==> src/rtl/ranger_patrol_ctrl.sv <==
// Ranger enemy patrol controller: position, direction and leg state for every ranger.
// A single step/clamp datapath serves all rangers, one per clock, once per frame.
module ranger_patrol_ctrl #(
    parameter int NUM_RANGERS = 5,
    parameter int STEP        = 5,
    parameter int LEG_STEPS   = 16,
    parameter int H_MIN       = 144,
    parameter int H_MAX       = 751,
    parameter int V_MIN       = 31,
    parameter int V_MAX       = 478
) (
    input  logic        clk,
    input  logic        rst_n,
    input  logic        frame_tick,
    input  logic        enable,
    input  logic        kill_valid,
    input  logic [2:0]  kill_idx,
    input  logic [2:0]  rd_sel,
    output logic [19:0] rd_position,
    output logic        rd_alive,
    output logic [3:0]  rd_dir,
    output logic        busy,
    output logic        update_done,
    output logic        tick_dropped
);

    localparam logic [9:0] H_LO     = 10'(H_MIN);
    localparam logic [9:0] H_HI     = 10'(H_MAX);
    localparam logic [9:0] V_LO     = 10'(V_MIN);
    localparam logic [9:0] V_HI     = 10'(V_MAX);
    localparam logic [9:0] STEP_W   = 10'(STEP);
    localparam logic [9:0] H_LO_LIM = 10'(H_MIN + STEP);
    localparam logic [9:0] H_HI_LIM = 10'(H_MAX - STEP);
    localparam logic [9:0] V_LO_LIM = 10'(V_MIN + STEP);
    localparam logic [9:0] V_HI_LIM = 10'(V_MAX - STEP);
    localparam logic [2:0] LAST_IDX = 3'(NUM_RANGERS - 1);
    localparam logic [3:0] NUM_W    = 4'(NUM_RANGERS);
    localparam logic [7:0] LEG_LAST = 8'(LEG_STEPS - 1);

    localparam logic [3:0] DIR_UP = 4'b1000;
    localparam logic [3:0] DIR_DN = 4'b0100;
    localparam logic [3:0] DIR_LF = 4'b0010;
    localparam logic [3:0] DIR_RT = 4'b0001;

    typedef enum logic [1:0] {S_IDLE, S_UPDATE, S_DONE} state_t;

    state_t     state;
    logic [2:0] idx;
    logic [9:0] hpos    [NUM_RANGERS];
    logic [9:0] vpos    [NUM_RANGERS];
    logic [3:0] dir     [NUM_RANGERS];
    logic [7:0] leg_cnt [NUM_RANGERS];
    logic       alive   [NUM_RANGERS];

    logic [9:0] cur_h, cur_v, nxt_h, nxt_v;
    logic [3:0] cur_dir, nxt_dir;
    logic [7:0] cur_leg, nxt_leg;
    logic       clamp;
    logic       kill_hit;

    function automatic logic [9:0] init_h(input int i);
        case (i)
            0: init_h = 10'd368;
            1: init_h = 10'd656;
            2: init_h = 10'd624;
            3: init_h = 10'd240;
            4: init_h = 10'd368;
            default: init_h = H_LO;
        endcase
    endfunction

    function automatic logic [9:0] init_v(input int i);
        case (i)
            0: init_v = 10'd127;
            1: init_v = 10'd127;
            2: init_v = 10'd329;
            3: init_v = 10'd447;
            4: init_v = 10'd240;
            default: init_v = V_LO;
        endcase
    endfunction

    function automatic logic [3:0] turn_cw(input logic [3:0] d);
        case (d)
            DIR_RT:  turn_cw = DIR_DN;
            DIR_DN:  turn_cw = DIR_LF;
            DIR_LF:  turn_cw = DIR_UP;
            DIR_UP:  turn_cw = DIR_RT;
            default: turn_cw = d;
        endcase
    endfunction

    // kill_valid is a single-cycle strobe with no back-pressure; it is always accepted.
    assign kill_hit = kill_valid && ({1'b0, kill_idx} < NUM_W);

    // Step/clamp datapath for the ranger currently addressed by idx.
    // Bounds are tested before the add/subtract so 10-bit arithmetic never wraps.
    always_comb begin
        cur_h   = hpos[idx];
        cur_v   = vpos[idx];
        cur_dir = dir[idx];
        cur_leg = leg_cnt[idx];
        nxt_h   = cur_h;
        nxt_v   = cur_v;
        nxt_dir = cur_dir;
        nxt_leg = cur_leg;
        clamp   = 1'b0;
        case (cur_dir)
            DIR_UP: if (cur_v < V_LO_LIM) begin
                nxt_v = V_LO; nxt_dir = DIR_DN; clamp = 1'b1;
            end else nxt_v = cur_v - STEP_W;
            DIR_DN: if (cur_v > V_HI_LIM) begin
                nxt_v = V_HI; nxt_dir = DIR_UP; clamp = 1'b1;
            end else nxt_v = cur_v + STEP_W;
            DIR_LF: if (cur_h < H_LO_LIM) begin
                nxt_h = H_LO; nxt_dir = DIR_RT; clamp = 1'b1;
            end else nxt_h = cur_h - STEP_W;
            DIR_RT: if (cur_h > H_HI_LIM) begin
                nxt_h = H_HI; nxt_dir = DIR_LF; clamp = 1'b1;
            end else nxt_h = cur_h + STEP_W;
            default: ;
        endcase
        if (clamp) begin
            nxt_leg = 8'd0;
        end else if (cur_leg == LEG_LAST) begin
            nxt_leg = 8'd0;
            nxt_dir = turn_cw(cur_dir);
        end else begin
            nxt_leg = cur_leg + 8'd1;
        end
    end

    always_comb begin
        rd_position = 20'd0;
        rd_alive    = 1'b0;
        rd_dir      = 4'b0000;
        if ({1'b0, rd_sel} < NUM_W) begin
            rd_position = {hpos[rd_sel], vpos[rd_sel]};
            rd_alive    = alive[rd_sel];
            rd_dir      = dir[rd_sel];
        end
    end

    always_ff @(posedge clk or negedge rst_n) begin
        if (!rst_n) begin
            state        <= S_IDLE;
            idx          <= 3'd0;
            busy         <= 1'b0;
            update_done  <= 1'b0;
            tick_dropped <= 1'b0;
            for (int i = 0; i < NUM_RANGERS; i++) begin
                hpos[i]    <= init_h(i);
                vpos[i]    <= init_v(i);
                dir[i]     <= DIR_RT;
                leg_cnt[i] <= 8'd0;
                alive[i]   <= 1'b1;
            end
        end else begin
            case (state)
                S_IDLE: begin
                    if (frame_tick && enable) begin
                        state <= S_UPDATE;
                        idx   <= 3'd0;
                        busy  <= 1'b1;
                    end
                end
                S_UPDATE: begin
                    // A kill aimed at the ranger being stepped wins and freezes it in place.
                    if (alive[idx] && !(kill_hit && kill_idx == idx)) begin
                        hpos[idx]    <= nxt_h;
                        vpos[idx]    <= nxt_v;
                        dir[idx]     <= nxt_dir;
                        leg_cnt[idx] <= nxt_leg;
                    end
                    if (idx == LAST_IDX) begin
                        state       <= S_DONE;
                        update_done <= 1'b1;
                    end else begin
                        idx <= idx + 3'd1;
                    end
                end
                S_DONE: begin
                    state       <= S_IDLE;
                    update_done <= 1'b0;
                    busy        <= 1'b0;
                end
                default: begin
                    state       <= S_IDLE;
                    update_done <= 1'b0;
                    busy        <= 1'b0;
                end
            endcase
            if (frame_tick && state != S_IDLE) tick_dropped <= 1'b1;
            if (kill_hit) alive[kill_idx] <= 1'b0;
        end
    end

endmodule

==> config.mk <==
export PLATFORM = sky130hd
export DESIGN_NAME = ranger_patrol_ctrl
export DESIGN_NICKNAME = d
export VERILOG_FILES = /design/src/rtl/ranger_patrol_ctrl.sv
export SDC_FILE = /design/constraint.sdc
export NUM_CORES = 1
export LEC_CHECK = 0
export BUFFER_PORTS_ARGS = -buffer_cell sky130_fd_sc_hd__buf_2
export CORE_ASPECT_RATIO = 1.2
export CORE_MARGIN = 1
export CORE_UTILIZATION = 55
export CTS_CLUSTER_DIAMETER = 100
export DETAILED_ROUTE_END_ITERATION = 8
export PLACE_DENSITY = 0.79
export SYNTH_ARGS = -nofsm -noshare
export SYNTH_HDL_FRONTEND = slang
export SYNTH_SLANG_ARGS = --single-unit
export TNS_END_PERCENT = 100
==> constraint.sdc <==
create_clock -name clk -period 5.4 [get_ports clk]
set_clock_uncertainty 0.1 [all_clocks]
set_input_delay 0.27 -clock clk [delete_from_list [all_inputs] [get_ports clk]]
set_output_delay 0.27 -clock clk [all_outputs]
set_load 0.01 [all_outputs]
Word-level counts from Yosys, hierarchy flattened --
Index checks and enable logic that the tools add are counted.
Operators by class: add/sub/neg operators 6, bitwise operators 7, equal/unequal tests 11, reduce and logical (&&, ||, !) cells 16, order comparisons 11, mux-type cells 73
Operators by type and width (number):
- two-way mux 10 bit | 13
- binary-select mux 10 bit (select 3 bit) | 4
- bitwise mux 50 bit | 2
- two-way mux 4 bit | 12
- bitwise mux 40 bit | 1
- two-way mux 8 bit | 5
- case mux 10 bit (2 select lines) | 2
- case mux 4 bit (4 select lines) | 2
- demux 10 bit (select 3 bit) | 1
- binary-select mux 4 bit (select 3 bit) | 2
- binary-select mux 8 bit (select 3 bit) | 1
- demux 8 bit (select 3 bit) | 1
- adder 10 x 3 -> 10 bit (second input constant) | 2
- bitwise mux 20 bit | 1
- two-way mux 20 bit | 1
- subtractor 10 x 3 -> 10 bit (second input constant) | 2
- demux 4 bit (select 3 bit) | 1
- greater-or-equal comparator 4 bit (second input constant) | 3
- two-way mux 1 bit | 12
- inverter 3 -> 4 bit | 3
- > comparator 10 bit (second input constant) | 1
- > comparator 10 x 9 -> 1 bit (second input constant) | 1
- less-than comparator 10 x 6 -> 1 bit (second input constant) | 1
- less-than comparator 10 x 8 -> 1 bit (second input constant) | 1
- 30 further kinds | 49
Word-level totals: register bits 173, logic and storage cells 154, output and inout bits 28, input bits 11

Logic depth before layout (Yosys ltp) --
Gate-level depths: netlist of run 1.
depth after elaboration 10, depth in mapped cells 19

Worst setup path before layout of run 1 --
No wires, ideal clock.
path type register to register, start point register idx[1], end point register dir[13] (netlist bit), setup slack 1.389 ns, clock period less this slack 4.011 ns, data required time 5.175 ns, stages on the path, launching flop included 20, arrival 3.787 ns, buffers on the path 5, cell sequence dfrtp_1 -> buf_6 -> buf_6 -> buf_8 -> buf_6 -> buf_4 -> nand3b_1 -> o211ai_1 -> nand2_1 -> inv_1 -> ha_1 -> or3_1 -> o32ai_1 -> nor4_1 -> o211a_1 -> a211oi_2 -> a22oi_2 -> a31oi_1 -> o221ai_1 -> mux2_2
On the way: cells in the longest elaborated chain, start to end 10, elaborated cells on any way between the ends 49
RTL lines:
- start, declared | RTL line 48 | logic [2:0] idx;
- start signal, assigned | RTL line 179 | idx <= idx + 3'd1;
- inverter 3 -> 4 bit (implied by the code)
- binary-select mux 10 bit (select 3 bit) (on tied branches) | RTL line 99, 100
- two-way mux 10 bit (on tied branches) (2 in a row) | RTL line 99, 100
- > comparator 10 bit (tied with other cells) | RTL line 118 | DIR_RT: if (cur_h > H_HI_LIM) begin
- two-way mux 4 bit (on tied branches)
- case mux 4 bit (4 select lines) | RTL line 108 | case (cur_dir)
- two-way mux 4 bit | RTL line 125 | end else if (cur_leg == LEG_LAST) begin
- two-way mux 4 bit | RTL line 123 | if (clamp) begin
- bitwise mux 20 bit | RTL line 172 | dir[idx] <= nxt_dir;
- end signal, assigned by index | RTL line 172
- end, declared | RTL line 51 | logic [3:0] dir [NUM_RANGERS];
Several ways; a longest one is shown, not always the timed one. The select of a mux whose other input is x is not followed. A chain may end at the register's enable or synchronous reset.

Worst setup path in the final report of run 1 --
start point register idx[2], end point register dir[7] (netlist bit)
The elaborated chain is that of the path after synthesis.

==> reports/qor.yml, run 1 <==
placed_design:
  placed_cells: 1303
  place_area_um2: 11240
  port-buffer-count: 38
  dp_slack_ns: 1.073
  place_hpwl_um: 19150
  routabilityCongestion: 0.9535
sta:
  setup_viol: 0
  max_slew_margin: 0.3831
  final-hold-violation-count: 0
  drv_slew: 0
  holdWs_ns: 0.006804
  fin_crit_ns: 4.466
  setup_tns_ns: 0
  fin_ws_ns: 0.9342
  fmax_mhz: 223.9
  rsz0062_at_grt: "false"
  fin_crit_sh: 0.8270
  tightest_slew_ns: 0.9253
detailed_routing:
  antenna_left: 0
  num_vias: 8837
  viasPerCell: 6.585
  drtPass1Iterations: 5
  drt_iter0_markers: 804
  routedWlPerCell_um: 22.06
  wirelength_um: 29610
  drcViolationCount: 0
synth:
  syn_area_um2: 10820
  syn_inst: 1052
  synth-edff-count: 0
  synth-main-ff-cell: "dfrtp_1"
  syn_nets: 1072
  ys_seq_elements: 173
  synthArstFlopShare: 1.000
  syn_area_per_cell_um2: 10.28
  synth_cell_types: 88
  synth_warnings: 0
  synth_top_area_cell: "dfrtp_1"
  ys_seq_area_frac: 0.4070
  yosys-top-cells-area: "dfrtp_1 (26%), dfstp_2 (14%), mux2_2 (14%)"
  yosysTopAreaCellShare: 0.2637
floorplanning:
  rows: 55
  die_height_um: 155.6
  ioPinCount: 39
  die_x_um: 130.0
  fp.coreArea_um2: 19060
  start_util: 0.5676
  die_area_um2: 20240
layout:
  final_nets: 1092
  final_cell_mix: "mux2_2 (135), dfrtp_1 (112), nor2_1 (100), mux2i_1 (86), a21oi_1 (80)"
  layout-drive-gt1-share: 0.3088
  instances_no_fill: 1342
  fin_util: 0.6244
  layout_commonest_cell: "mux2_2"
  stdcell_area_um2: 11900
  area_growth_pct: 10.02
grt:
  grt_usage: 0.3115
  grt_pass1_vias: 8767
  grt_use_met2: 0.5165
  top_usage_layer: "met2"
  grt_max_degree: 69
  grt_antenna_before_repair: 1
  grt_pass1_wl_um: 48090
  met3_usage: 0.05007
  overflow: 0
  use_met1: 0.4052
pwr:
  irDropWorstVdd_v: 0.0002490
  finalPower_mw: 4.799
  p_per_area_nw_per_um2: 403.2
  power.leakage_nw: 5.096
cts:
  clk_latency_ns: 0.44
  cts-buffers-inserted: 17
  htreeDepth: 4
  clockRootBuffer: "clkbuf_16"
  cts_tree: "done"
  clockBufferDepth: 2
  cts_resized: 0
  clock-sinks: 173
  cts.clk_slew.worst_paths_ns: 0.07
worst_hold_path:
  whs_endpoint: "idx[2]"
  hp-start: "frame_tick"
  hold_class: "input port to register"
  holdPathStages: 2
worst_setup_path:
  crit_fanout: 26
  r2r-start: "idx[2]"
  end_kind: "register"
  r2r_end: "dir[7]"
  reg2reg_slack_ns: 0.93
  crit_path_start_kind: "register"
  worstSetupPathType: "register to register"
  cp.arrival_ns: 4.68
  reg2reg_depth: 15
  cp.required_ns: 5.62
job:
  maxCapViolations: 0
status:
  status: "finished clean"
[power breakdown]
part | internal, mW | switching, mW
sequential | 1.48 | 0.216
combinational | 0.652 | 1.19
clock | 0.703 | 0.557
total | 2.84 | 1.96
[state kept, by name, summed over array words and instances (netlist names)]
signal and flops:
hpos 50, vpos 50, leg_cnt 40, dir 20, alive 5, idx 3
state 2, busy 1, tick_dropped 1, update_done 1
[synthesized netlist by cell type (6+ instances only)]
master    count
mux2_2      135
a211oi_1      7
nor2_1      100
o211ai_1      6
o21a_1        6
a22o_1        6
nand2b_1     10
mux2i_1      86
dfrtp_1     114
buf_2        22
nor2b_1       9
o22ai_1      35
a22oi_1      13
a31oi_1      12
inv_1        17
buf_6         8
nand3b_1      6
and2_1        6
a21oi_1      80
dfstp_2      59
xnor2_1      13
nand3_1      26
clkbuf_1     32
ha_1          9
o21ai_0      37
nand2_1      51
nor3_1       16
[repair_timing]
item | in CTS | in global routing
buffers inserted | 0 | 0
hold endpoints to repair | 47 | 0
hold buffers | 6 | 0
[layout make-up]
cell class,instances,area (um2)
fillers,1563,7159
diodes,1,2.502
repair buffers,74,519.2
multi-input cells,788,5989
well taps,256,320.3
clock inverters,14,156.4
clock buffers,18,439.2
inverters,18,67.56
flip-flops and latches,173,4408
[per-layer routing]
layer	wire, um	vias to the layer above
met5	0	-
met4	835	0
met3	1810	70
met2	14790	320
met1	12180	4491
li1	-	3956
[worst max-delay path, stage by stage, from the launching register on]
cell and delay [ns]:
dfrtp_1 0.70, buf_4 0.40, nand3b_1 0.13, o211ai_1 0.14, nand2_1 0.20, inv_1 0.10
ha_1 0.22, or3_1 0.31, o32ai_1 0.14, nor4_1 0.09, o211a_1 0.23, a211oi_2 0.50
a22oi_2 0.27, a311oi_2 0.34, a31oi_2 0.12, mux2_2 0.35
[worst max path at each step]
stage	start	end	slack, ns	cells after the start
2_1_floorplan	idx[1]	dir[13]	1.39	19
3_3_place_gp	idx[2]	dir[13]	1.19	15
3_5_place_dp	idx[2]	dir[5]	1.07	15
4_1_cts	idx[2]	dir[7]	1.01	15
5_1_grt	idx[2]	dir[5]	0.66	15
6_report	idx[2]	dir[7]	0.93	15
[kinds of logic (layout without fill, tap and decap cells)]
kind of cell,after synthesis,count (layout),synth area share
AO/OA/AOI/OAI,280,280,0.1796
AND/OR/NAND/NOR,257,257,0.1184
multiplexers,225,225,0.2284
flip-flops,173,173,0.4070
buffers and inverters,91,124,0.04244
XOR/XNOR,17,17,0.01376
adder cells (fa/ha/maj),9,9,0.01041
other,0,1,0
Power figures use the tool's default switching activity.
==> run 2, diff against run 1 <==
--- a/config.mk
+++ b/config.mk
@@ -11,7 +11,7 @@
 export CORE_UTILIZATION = 55
 export CTS_CLUSTER_DIAMETER = 100
 export DETAILED_ROUTE_END_ITERATION = 8
-export PLACE_DENSITY = 0.79
+export PLACE_DENSITY = 0.82
 export SYNTH_ARGS = -nofsm -noshare
 export SYNTH_HDL_FRONTEND = slang
 export SYNTH_SLANG_ARGS = --single-unit
==> constraint.sdc (replaced) <==
create_clock -name clk -period 3.9 [get_ports clk]
set_clock_uncertainty 0.1 [all_clocks]
set_input_delay 0.195 -clock clk [delete_from_list [all_inputs] [get_ports clk]]
set_output_delay 0.195 -clock clk [all_outputs]
set_load 0.01 [all_outputs]
==> reports/qor.yml, run 2 (synthesis gave the netlist of run 1 again) <==
pwr:
  pwr-share-seq: 0.320  # -0.033
  clock_power_share: 0.255  # -0.008
  p_per_area_nw_per_um2: 566.9  # +41%
  finalPower_mw: 7.052  # +47%
  intPower_mw: 4.208  # +48%
  power.leakage_nw: 5.384  # +5.6%
  irDropWorstVdd_v: 0.0003840  # +54%
  power_frac_comb: 0.426  # +0.042
  sw_frac_of_total: 0.4032  # -0.005981
  switchingPower_mw: 2.843  # +45%
floorplanning:
  die_x_um: 130.0  # unchanged
  start_util: 0.5676  # unchanged
  ioPinCount: 39  # unchanged
  die_area_um2: 20240  # unchanged
  fp.coreArea_um2: 19060  # unchanged
  rows: 55  # unchanged
  die_height_um: 155.6  # unchanged
worst_setup_path:
  cp.required_ns: 4.17  # -1.45 ns
  crit_fanout: 17  # -35%
  r2r-start: "idx[1]"
  startpoint: "idx[1]"
  end_kind: "register"
  crit_path_start_kind: "register"
  cp.arrival_ns: 4.05  # -0.63 ns
  reg2reg_depth: 10  # -5
  worstSetupPathType: "register to register"
sta:
  fin_crit_ns: 3.772  # -0.6935 ns
  drv_slew: 0  # unchanged
  setup_tns_ns: 0  # unchanged
  setup_viol: 0  # unchanged
  max_slew_margin: 0.2792  # -0.1039
  fmax_mhz: 265.1  # +18%
  final-hold-violation-count: 0  # unchanged
  fin_crit_sh: 0.9672  # +0.1403
  holdWs_ns: 0.04910  # +0.04230 ns
  tightest_slew_ns: 1.081  # +0.1559 ns
  fin_ws_ns: 0.1277  # -0.8065 ns
detailed_routing:
  drtPass1Iterations: 5  # unchanged
  viasPerCell: 6.622  # +0.57%
  drt_iter0_markers: 902  # +12%
  drcViolationCount: 0  # unchanged
  wirelength_um: 31390  # +6.0%
  routedWlPerCell_um: 22.48  # +1.9%
  antenna_left: 0  # unchanged
  num_vias: 9245  # +4.6%
layout:
  final_cell_mix: "mux2_2 (135), dfrtp_1 (111), nor2_1 (100), mux2i_1 (85), a21oi_1 (80)"
  diodes: 0  # -1
  largest_registers: "hpos: 50 flops, vpos: 50 flops, leg_cnt: 40 flops"
  fin_util: 0.6526  # +0.02816
  area_growth_pct: 14.98
  layout_commonest_cell: "mux2_2"
  stdcell_area_um2: 12440  # +4.5%
  instances_no_fill: 1396  # +4.0%
  final_nets: 1147  # +5.0%
  layout-drive-gt1-share: 0.3491  # +0.04037
placed_design:
  place_area_um2: 11600  # +3.2%
  dp_slack_ns: 0.03399  # -1.039 ns
  placed_cells: 1349  # +3.5%
  place_hpwl_um: 20610  # +7.6%
  port-buffer-count: 38  # unchanged
  routabilityCongestion: 0.9979  # +4.7%
cts:
  cts-buffers-inserted: 17  # unchanged
  cts.clk_slew.worst_paths_ns: 0.07  # about the same
  clockBufferDepth: 2  # unchanged
  clock-sinks: 173  # unchanged
  cts_tree: "done"
  clockRootBuffer: "clkbuf_16"
  clk_latency_ns: 0.44  # about the same
  htreeDepth: 4  # unchanged
worst_hold_path:
  hp-start: "kill_idx[2]"
  hold_class: "input port to register"
  holdPathStages: 4  # +2
grt:
  grt_max_degree: 121  # +75%
  grt_usage: 0.3219  # +0.01034
  grt_pass1_wl_um: 49580  # +3.1%
  overflow: 0  # unchanged
  grt_pass1_vias: 9227  # +5.2%
  grt_antenna_before_repair: 0  # -1
status:
  status: "finished clean"
job:
  maxCapViolations: 0  # unchanged
==> run 2: cell types whose count changed in the layout (fill, tap and decap cells not counted), sizes merged <==
cell / delta
buf: +50
clkinv: -5
clkbuf: +3
dlygate4sd3: +3
inv: +3
clkinvlp: +1
diode: -1
==> run 2: layout make-up <==
type / count / area, um2
fill: 1496 / 6623
clock inverter: 13 / 172.7
sequential: 173 / 4409
clock buffer: 19 / 452.9
inverter: 18 / 67.56
timing repair buffer: 129 / 987.2
multi-input combinational: 788 / 6030
tap: 256 / 320.3
==> run 2: what timing repair did <==
item	CTS	global route
endpoints found under the setup margin	0	80
hold endpoints to repair	96	0
gates resized for setup	0	13
buffers inserted	0	4
hold buffers	9	0
==> run 2: worst paths after layout <==
check	slack (ns)	end
worst min-delay path	0.05	alive[3]
worst min register to register	0.37	alive[3]
worst max register to register	0.13	hpos[3]
max in group asynchronous	2.37	vpos[10]
worst max-delay path	0.13	hpos[3]
min in group asynchronous	0.42	hpos[47]
==> run 2: critical path: stages, from the launching register on <==
cell      delay, ns
dfrtp_4        0.53
buf_12         0.21
buf_4          0.25
mux2_2         0.37
a221o_1        0.47
nor3_4         0.35
o31ai_2        0.23
o311ai_0       0.46
a21oi_1        0.17
a32oi_2        0.33
mux2_2         0.21
==> run 2: metal layers <==
metal | global-route usage | up-vias | wire, um
li1 | - | 4073 | -
met1 | 0.3980 | 4617 | 12220
met2 | 0.5375 | 447 | 15350
met3 | 0.05418 | 108 | 2368
met4 | 0.1639 | 0 | 1450
met5 | 0 | - | 0
==> run 2: power groups by stage <==
stage               logic, mW  clock network, mW  registers [mW]
finish                   3.00               1.79            2.26
global route             3.20               1.90            2.28
CTS                      2.83               1.82            2.24
detailed placement       2.80                  0            2.28
global placement         2.77                  0            2.26
floorplan                1.90                  0            2.19
==> run 3, diff against run 2 <==
--- a/config.mk
+++ b/config.mk
@@ -6,7 +6,6 @@
 export NUM_CORES = 1
 export LEC_CHECK = 0
 export BUFFER_PORTS_ARGS = -buffer_cell sky130_fd_sc_hd__buf_2
-export CORE_ASPECT_RATIO = 1.2
 export CORE_MARGIN = 1
 export CORE_UTILIZATION = 55
 export CTS_CLUSTER_DIAMETER = 100
==> reports/qor.yml, run 3 (synthesis gave the netlist of run 1 again) <==
detailed_routing:
  num_vias: 9096  # -1.6%
  viasPerCell: 6.506  # -1.8%
  drt_iter0_markers: 908  # +0.67%
  drcViolationCount: 0  # unchanged
  routedWlPerCell_um: 22.11  # -1.7%
  wirelength_um: 30910  # -1.5%
  antenna_left: 0  # unchanged
  drtPass1Iterations: 5  # unchanged
floorplanning:
  die_height_um: 142.3  # -8.6%
  die_x_um: 142.3  # +9.4%
  fp.coreArea_um2: 19020  # -0.23%
  ioPinCount: 39  # unchanged
  rows: 50  # -9.1%
  start_util: 0.5689  # +0.001307
  die_area_um2: 20240  # about the same
grt:
  grt_usage: 0.3170  # -0.004835
  overflow: 0  # unchanged
  grt_max_degree: 90  # -26%
  grt_pass1_vias: 8890  # -3.7%
  grt_pass1_wl_um: 48860  # -1.4%
  grt_antenna_before_repair: 0  # unchanged
cts:
  clockRootBuffer: "clkbuf_16"
  cts.clk_slew.worst_paths_ns: 0.07  # about the same
  clock-sinks: 173  # unchanged
  clockBufferDepth: 2  # unchanged
  cts_tree: "done"
  htreeDepth: 4  # unchanged
  clk_latency_ns: 0.44  # about the same
  cts-buffers-inserted: 17  # unchanged
pwr:
  power.leakage_nw: 5.359  # -0.47%
  finalPower_mw: 6.988  # -0.90%
  irDropWorstVdd_v: 0.0003931  # +2.4%
  p_per_area_nw_per_um2: 565.7  # -0.21%
layout:
  diodes: 0  # unchanged
  layout-drive-gt1-share: 0.3374  # -0.01169
  layout_commonest_cell: "mux2_2"
  final_cell_mix: "mux2_2 (135), dfrtp_1 (112), nor2_1 (100), mux2i_1 (86), a21oi_1 (80)"
  largest_registers: "hpos: 50 flops, vpos: 50 flops, leg_cnt: 40 flops"
  final_nets: 1145  # -0.17%
  area_growth_pct: 14.19
job:
  maxCapViolations: 0  # unchanged
worst_setup_path:
  crit_top_cell: "nand2_1"
  crit_fanout: 9  # -8
  crit_path_start_kind: "register"
  end_kind: "register"
  cp.required_ns: 4.16  # about the same
  slowest_delay_ns: 0.55  # +0.02 ns
  cp_slowest_cell: "dfrtp_4"
  cp_cell_sequence: "mux2i_1 -> o211ai_1 -> nand2_1 -> inv_1 -> ha_1 -> or3_1 -> o32ai_1 -> nor4_1 -> o211a_1 -> a211oi_4 -> buf_4 -> nand2_1 -> a221o_1 -> mux2_2"
  cp.arrival_ns: 4.02  # -0.03 ns
  worstSetupPathType: "register to register"
status:
  status: "finished clean"
sta:
  final-hold-violation-count: 0  # unchanged
  max_slew_margin: 0.2883  # +0.009112
  fmax_mhz: 266.1  # +0.39%
  tightest_slew_ns: 1.068  # -0.01367 ns
  setup_tns_ns: 0  # unchanged
  setup_viol: 0  # unchanged
  rsz0062_at_grt: "false"
  fin_crit_sh: 0.9635  # -0.003776
  drv_slew: 0  # unchanged
  fin_crit_ns: 3.758  # -0.01473 ns
worst_hold_path:
  hold_class: "input port to register"
placed_design:
  port-buffer-count: 38  # unchanged
  place_hpwl_um: 20450  # -0.81%
  routabilityCongestion: 0.9719  # -2.6%
run 3: cell types whose count changed in the layout (fill, tap and decap cells not counted), moves of 2 or more:
cell | previous run | this run
a32oi_2 | 2 | 0
a32oi_1 | 2 | 4
clkbuf_16 | 19 | 17
nand2_1 | 49 | 51
nand2_2 | 2 | 0
inv_8 | 4 | 2
run 3: final timing paths:
| kind | end | startpoint | depth (start not counted) | slack, ns |
|---|---|---|---|---|
| max reg2reg | dir[16] | idx[1] | 14 | 0.14 |
| max | dir[16] | idx[1] | 14 | 0.14 |
| min | alive[3] | kill_idx[2] | 4 | 0.06 |
| min reg2reg | alive[3] | alive[3] | 1 | 0.37 |
| max in group asynchronous | hpos[15] | rst_n | 3 | 2.37 |
| min in group asynchronous | leg_cnt[4] | rst_n | 2 | 0.28 |
run 3: final cells by class:
| cell class | instances | area, um2 |
|---|---|---|
| clock buffers | 19 | 442.9 |
| clock inverters | 13 | 177.7 |
| fillers | 1545 | 6664 |
| inverters | 18 | 67.56 |
| multi-input cells | 788 | 5996 |
| flip-flops and latches | 173 | 4408 |
| well taps | 260 | 325.3 |
| repair buffers | 127 | 937.1 |
run 3: through the flow:
stage | instances | instance area, um2 | worst slack [ns] | utilization | hold slack [ns]
after global routing | 1398 | 12350 | 0.01806 | 0.6496 | 0.07167
final | 1398 | 12350 | 0.1425 | 0.6496 | 0.06228
after floorplan | 1052 | 10830 | 0.005745 | - | -0.2006
after detailed placement | 1356 | 11630 | 0.1761 | 0.6115 | 0.2219
after CTS | 1397 | 12340 | 0.1579 | 0.6489 | 0.04945
after global placement | 1356 | 11630 | 0.2449 | 0.6115 | 0.2172
run 3: metal layers:
metal  part of all wire  vias to the layer above  global-route usage  wire length (um)
met5                  0                        -                   0                 0
met4              0.024                        0              0.1092               733
met3              0.075                       59             0.06561              2320
met2               0.47                      427              0.5088             14540
met1               0.43                     4552              0.4264             13320
li1                   -                     4058                   -                 -
run 3: timing repair:
item / in CTS / in global routing
gates resized for setup: 0 / 1
setup endpoints to repair: 0 / 15
hold buffers: 9 / 0
setup buffers: 0 / 1
endpoints found under the hold margin: 66 / 0
run 3: power by group:
| group | internal, mW | switching [mW] | total [mW] |
|---|---|---|---|
| logic | 1.11 | 1.83 | 2.94 |
| clock network | 1.04 | 0.776 | 1.82 |
| registers | 2.05 | 0.173 | 2.23 |
| total | 4.21 | 2.78 | 6.99 |
run 3: critical path, delay by kind of cell (launching register included):
| family | cells | cell delay, ns |
|---|---|---|
| AND/OR/NAND/NOR | 4 | 0.75 |
| multiplexers | 2 | 0.57 |
| AO/OA/AOI/OAI | 5 | 1.19 |
| buffers and inverters | 2 | 0.29 |
| flip-flops | 1 | 0.55 |
| adder cells (fa/ha/maj) | 1 | 0.22 |
